**config.mk**
```make
export PLATFORM = sky130hd
export DESIGN_NAME = atm_controller
export DESIGN_NICKNAME = d
export VERILOG_FILES = /design/src/rtl/atm_controller.sv
export SDC_FILE = /design/constraint.sdc
export NUM_CORES = 2
export LEC_CHECK = 0
export ABC_AREA = 1
export BUFFER_PORTS_ARGS = -buffer_cell sky130_fd_sc_hd__buf_2
export CAP_MARGIN = 10
export CORE_MARGIN = 5
export CORE_UTILIZATION = 55
export CTS_BUF_LIST = sky130_fd_sc_hd__clkbuf_8
export CTS_CLUSTER_DIAMETER = 60
export DETAILED_ROUTE_END_ITERATION = 10
export PLACE_DENSITY_LB_ADDON = 0.08
export SETUP_SLACK_MARGIN = 0.2
export SLEW_MARGIN = 25
export SYNTH_ARGS = -nofsm -noshare
export SYNTH_HDL_FRONTEND = slang
export SYNTH_SLANG_ARGS = --single-unit
```
**constraint.sdc**
```tcl
create_clock -name clk -period 8.3 [get_ports clk]
set_input_delay 0.415 -clock clk [delete_from_list [all_inputs] [get_ports clk]]
set_output_delay 0.415 -clock clk [all_outputs]
set_load 0.1 [all_outputs]
```
**src/rtl/atm_controller.sv**
```systemverilog
// ATM transaction controller: a fixed table of accounts (PIN + balance).
// Each request is latched in IDLE, authenticated in AUTH, executed in one
// state, then held through DONE, so every transaction takes four cycles.
module atm_controller #(
  parameter int NUM_ACCOUNTS = 10,
  parameter int BAL_W        = 32
) (
  input  logic             clk,
  input  logic             rst,
  input  logic [2:0]       operation,
  input  logic [3:0]       acc_num,
  input  logic [15:0]      pin,
  input  logic [15:0]      newPin,
  input  logic [BAL_W-1:0] amount,
  input  logic             language,
  output logic [BAL_W-1:0] balance,
  output logic             success,
  output logic [2:0]       state
);

  // The encoding is visible on the state port and read by the display
  // logic, so every code is fixed explicitly. Execution states share their
  // code with the operation they perform.
  typedef enum logic [2:0] {
    S_AUTH  = 3'd0,
    S_CHPIN = 3'd1,
    S_DONE  = 3'd2,
    S_BAL   = 3'd3,
    S_WDR   = 3'd4,
    S_DEP   = 3'd5,
    S_ERROR = 3'd6,
    S_IDLE  = 3'd7
  } state_t;

  state_t state_q, state_d;

  // Request captured in IDLE; everything after IDLE works only from these.
  logic [2:0]       op_q;
  logic [3:0]       acc_q;
  logic [15:0]      pin_q;
  logic [15:0]      new_pin_q;
  logic [BAL_W-1:0] amount_q;
  // Language select is held for the display front end; it never affects
  // the controller's own outputs.
  logic             language_unused_q;

  // Account table, slot i holds account number i+1.
  logic [15:0]      pin_tab [NUM_ACCOUNTS];
  logic [BAL_W-1:0] bal_tab [NUM_ACCOUNTS];

  logic             acc_ok;
  logic             op_ok;
  logic             auth_ok;
  logic [3:0]       idx;
  logic [15:0]      cur_pin;
  logic [BAL_W-1:0] cur_bal;
  logic [BAL_W:0]   dep_sum;
  logic [BAL_W-1:0] wdr_diff;

  // Factory PINs, restored on every reset.
  function automatic logic [15:0] default_pin(input int i);
    case (i)
      0:       return 16'd1234;
      1:       return 16'd2345;
      2:       return 16'd3456;
      3:       return 16'd4567;
      4:       return 16'd5678;
      5:       return 16'd6789;
      6:       return 16'd7890;
      7:       return 16'd8901;
      8:       return 16'd9012;
      9:       return 16'd7123;
      default: return 16'd0;
    endcase
  endfunction

  // Address decode, authentication and arithmetic on the latched request.
  always_comb begin
    acc_ok   = (int'(acc_q) >= 1) && (int'(acc_q) <= NUM_ACCOUNTS);
    op_ok    = op_q inside {3'd1, 3'd3, 3'd4, 3'd5};
    // Invalid account numbers are pointed at slot 0 so the table read is
    // always in range; acc_ok still blocks authentication for them.
    idx      = acc_ok ? (acc_q - 4'd1) : 4'd0;
    cur_pin  = pin_tab[idx];
    cur_bal  = bal_tab[idx];
    auth_ok  = acc_ok && op_ok && (cur_pin == pin_q);
    // One extra bit catches the carry out of a deposit.
    dep_sum  = {1'b0, cur_bal} + {1'b0, amount_q};
    wdr_diff = cur_bal - amount_q;
  end

  // State register.
  always_ff @(posedge clk) begin
    if (!rst) state_q <= S_IDLE;
    else      state_q <= state_d;
  end

  // Next-state logic; defaults to holding the current state.
  always_comb begin
    // NOTE: a default on the first line of a combinational block keeps every
    // path assigned, so no latch can be inferred.
    state_d = state_q;
    case (state_q)
      S_IDLE:  if (operation != 3'd0) state_d = S_AUTH;
      S_AUTH: begin
        if (!auth_ok) state_d = S_ERROR;
        else begin
          case (op_q)
            3'd1:    state_d = S_CHPIN;
            3'd3:    state_d = S_BAL;
            3'd4:    state_d = S_WDR;
            3'd5:    state_d = S_DEP;
            default: state_d = S_ERROR;
          endcase
        end
      end
      S_CHPIN, S_BAL, S_WDR, S_DEP, S_ERROR: state_d = S_DONE;
      S_DONE:  state_d = S_IDLE;
      default: state_d = S_IDLE;
    endcase
  end

  // Request capture, table updates and the result registers.
  always_ff @(posedge clk) begin
    if (!rst) begin
      // NOTE: the table is deliberately reset: reset must restore the factory
      // accounts, so it is built from registers rather than a RAM.
      for (int i = 0; i < NUM_ACCOUNTS; i++) begin
        pin_tab[i] <= default_pin(i);
        bal_tab[i] <= BAL_W'(1000 * (i + 1));
      end
      op_q              <= '0;
      acc_q             <= '0;
      pin_q             <= '0;
      new_pin_q         <= '0;
      amount_q          <= '0;
      language_unused_q <= 1'b0;
      balance           <= '0;
      success           <= 1'b0;
    end else begin
      case (state_q)
        S_IDLE: begin
          if (operation != 3'd0) begin
            op_q              <= operation;
            acc_q             <= acc_num;
            pin_q             <= pin;
            new_pin_q         <= newPin;
            amount_q          <= amount;
            language_unused_q <= language;
          end
        end
        S_BAL: begin
          balance <= cur_bal;
          success <= 1'b1;
        end
        S_WDR: begin
          if (amount_q <= cur_bal) begin
            bal_tab[idx] <= wdr_diff;
            balance      <= wdr_diff;
            success      <= 1'b1;
          end else begin
            balance <= cur_bal;
            success <= 1'b0;
          end
        end
        S_DEP: begin
          if (!dep_sum[BAL_W]) begin
            bal_tab[idx] <= dep_sum[BAL_W-1:0];
            balance      <= dep_sum[BAL_W-1:0];
            success      <= 1'b1;
          end else begin
            balance <= cur_bal;
            success <= 1'b0;
          end
        end
        S_CHPIN: begin
          pin_tab[idx] <= new_pin_q;
          balance      <= cur_bal;
          success      <= 1'b1;
        end
        S_ERROR: begin
          balance <= '0;
          success <= 1'b0;
        end
        default: ;
      endcase
    end
  end

  assign state = state_q;

endmodule

```
==> run metrics <==
total CTS buffers=147; fin nets=4990; most common library cells after synthesis=1313 x nand2_1, 768 x edfxtp_1, 703 x nand3_1; most instantiated library cell after synthesis=nand2_1; Comb pwr share=0.425; gr usage total=0.3293; complex-gate fraction of the synthesized area=0.05125; Clock Skew=0.04326 ns; Pwr Density=316.1 mW/mm2; CP startpoint kind=flip-flop; CTS max path bufs=3; top cell type's share of synthesized area=0.5420; RSZ-0062 raised after global routing=no; via count=34810; Resized cells post-CTS=0; cell count after synthesis=4696; largest net degree at the start of global routing=133; met3 usage=0.07380; cell area after layout=0.04773 mm2; largest family of logic cells by synthesized area=simple AND/OR/NAND/NOR gates; Post-Route WL=138900 um; R2R Path Start=acc_q[0]; Root Driver=clkbuf_8; vias per inst=5.801; Port Buf Inserts=108; Core Area=0.07708 mm2; synthesized net count=4839; worst slew pin tran=1.044 ns; Synth area leader=edfxtp_1; Most common cell on crit path=nand2_1; register area share after synthesis=0.5923; Initial Utilization=0.5520; switch share=0.4441; Die Ht=288.1 um; Async S/R FF share, synth=0; Final GP Congestion=0.9921; DR iter-0 viols=4201; Reg2Reg Depth=28; proportion of synthesized area in mux cells=0; outcome=finished clean; simple-gate portion of the synthesized area=0.2734; Post-synth EDFFs=768; Lkg Pwr=19.14 nW; XOR/XNOR Fraction of Synth Area=0.009468; CP arrival=8.35 ns; final slew viol count=0; Total Neg Setup Slack=0 ns; Pint=0.008388 W; CTS H-Tree Depth=4; io pins=110; Design Power=0.01509 W; remaining global-route overflow=0; Ys Warns=0; HP Class=in -> reg; ranking of synthesized cells by area=edfxtp_1 54%, nand2_1 12%, nand3_1 8.3%, nor2_1 5.1%, dfxtp_1 5.0%; worst IR drop on VDD=0.0001788 V; Critical R2R Capture=bal_tab[10][18]; Main synth FF type=edfxtp_1; synthesized area=0.04255 mm2; worst reg2reg setup slack=0.57 ns; fin crit period=7.727 ns; post-DP HPWL=88040 um; Max Cap Viol=0; CTS sink cnt=875; Hold Path Cell Cnt=3; global routing usage on met2=0.4918; switching power of the nets=0.006701 W; Worst Hold Path EP=amount_q[30]; busiest grt layer=met2; final setup violation count=0; # DRC=0; DP Area=0.04434 mm2; Rel. slew slack=0.3012; WL per Instance=23.15 um; Worst Hold Launch=amount[30]; Reg power frac=0.337; non-filler cells in the finished layout=6001; Tcrit/Tclk final=0.9310; fraction of layout cells with a size suffix above 1=0.09819; flip-flop and latch count after synthesis=875; DIE WIDTH=288.1 um; Req. time, crit path=8.92 ns; CP Capture Type=flip-flop; CTS tree=built; clock transition at the registers of the reported paths=0.06 ns; critical path fanouts, max=54; slowest stage cell, crit path=inv_6; Area Growth Syn to Fin=12.17%; vias in the first global route=32060; Clock Latency Late Sink=0.83 ns; Final Hold Viols=0; syn avg cell area=9.061 um2; drt pass-1 iters=7; first-pass GRT wire length=204100 um; Routed Antenna Nets=0; initial antenna violation count=2; M1 GR Usage=0.4820; adder-cell share of the synthesized area=0.02064; Cell Rows=102; critical path's largest stage delay=0.61 ns; die area=0.08303 mm2; placed cell count=5671; crit path kind=reg -> reg; Clk pwr share=0.238; Max Clk Rate=129.4 MHz; Yosys cell types=51
## critical path: cells and delay by family, from the launching register on
kind                       cells  cell delay [ns]
AOI/OAI and AO/OA              5             1.21
adders and majority gates      3             0.85
buffers and inverters          7             2.12
DFF                            1             0.48
and+or+nand+nor               13             2.79
## layout make-up
class / instances / area, um2
diodes: 1 / 2.502
multi-input cells: 3249 / 15240
repair buffers: 271 / 2122
clock inverters: 103 / 520.5
well taps: 1040 / 1301
clock buffers: 159 / 2188
inverters: 303 / 1155
fillers: 6740 / 29350
flip-flops and latches: 875 / 25200
## stage by stage
step	hold WS, ns	setup slack, ns	utilization
CTS	0.002960	0.7375	0.6191
global placement	0.4538	0.7135	0.5753
floorplan	0.4409	1.207	-
detailed placement	0.4625	0.7269	0.5753
global route	0.03896	0.2253	0.6192
finish	0.07354	0.5729	0.6192
## metal layers
layer | part of all wire | routed length, um
met1 | 0.43 | 59350
met2 | 0.44 | 60440
met3 | 0.10 | 14380
met4 | 0.034 | 4726
met5 | 0 | 0
## cells by family (layout without fill, tap and decap cells)
kind of cell             count (synthesis)  after routing
XOR/XNOR                                46             46
other                                    0              1
AO/OA/AOI/OAI                          395            395
AND/OR/NAND/NOR                       2739           2739
buffers and inverters                  572            836
adder cells (fa/ha/maj)                 69             69
flip-flops                             875            875
## layout by cell type (no fill, tap or decap), types with 19 or more instances in the layout
cell type      synthesis  layout
ha_1                  67      67
nand4_1               67      67
clkinv_1              13      35
nand2_2               10      19
a31oi_1               23      23
nand2_1             1313    1303
xor2_1                46      46
dlygate4sd3_1          0      67
o21ai_0              150     149
buf_4                  4      82
buf_2                 63     107
inv_1                274     329
dfxtp_1              107     107
edfxtp_1             768     768
clkbuf_8               0     159
nor2_1               574     566
nand3_1              703     699
a21oi_1              157     157
## power by group through the flow
stage | Sequential (W) | Combinational [W] | Clock [W]
floorplan | 0.00562 | 0.00373 | 0
global placement | 0.00517 | 0.00621 | 0
detailed placement | 0.00517 | 0.00620 | 0
CTS | 0.00508 | 0.00625 | 0.00363
global route | 0.00510 | 0.00691 | 0.00383
finish | 0.00509 | 0.00642 | 0.00359
## worst max-delay path by stage
stage	slack, ns	cells after the start	to	startpoint
after CTS	0.74	30	bal_tab[7][31]	acc_q[0]
final	0.57	28	bal_tab[10][18]	acc_q[0]
after detailed placement	0.73	30	bal_tab[11][18]	acc_q[0]
after global routing	0.23	32	bal_tab[4][3]	acc_q[0]
after global placement	0.71	30	bal_tab[2][31]	acc_q[0]
after floorplan	1.21	33	bal_tab[12][0]	acc_q[0]
## flip-flops by register name, indices dropped and copies added (netlist names)
name       flops
pin_tab      256
acc_q          4
pin_q         16
amount_q      32
success        1
op_q           3
new_pin_q     16
balance       32
bal_tab      512
state          3
## timing repair
action	CTS	global route
setup buffers	0	0
endpoints found under the hold margin	65	0
hold buffers	67	0
(Power assumes the default switching activity.)
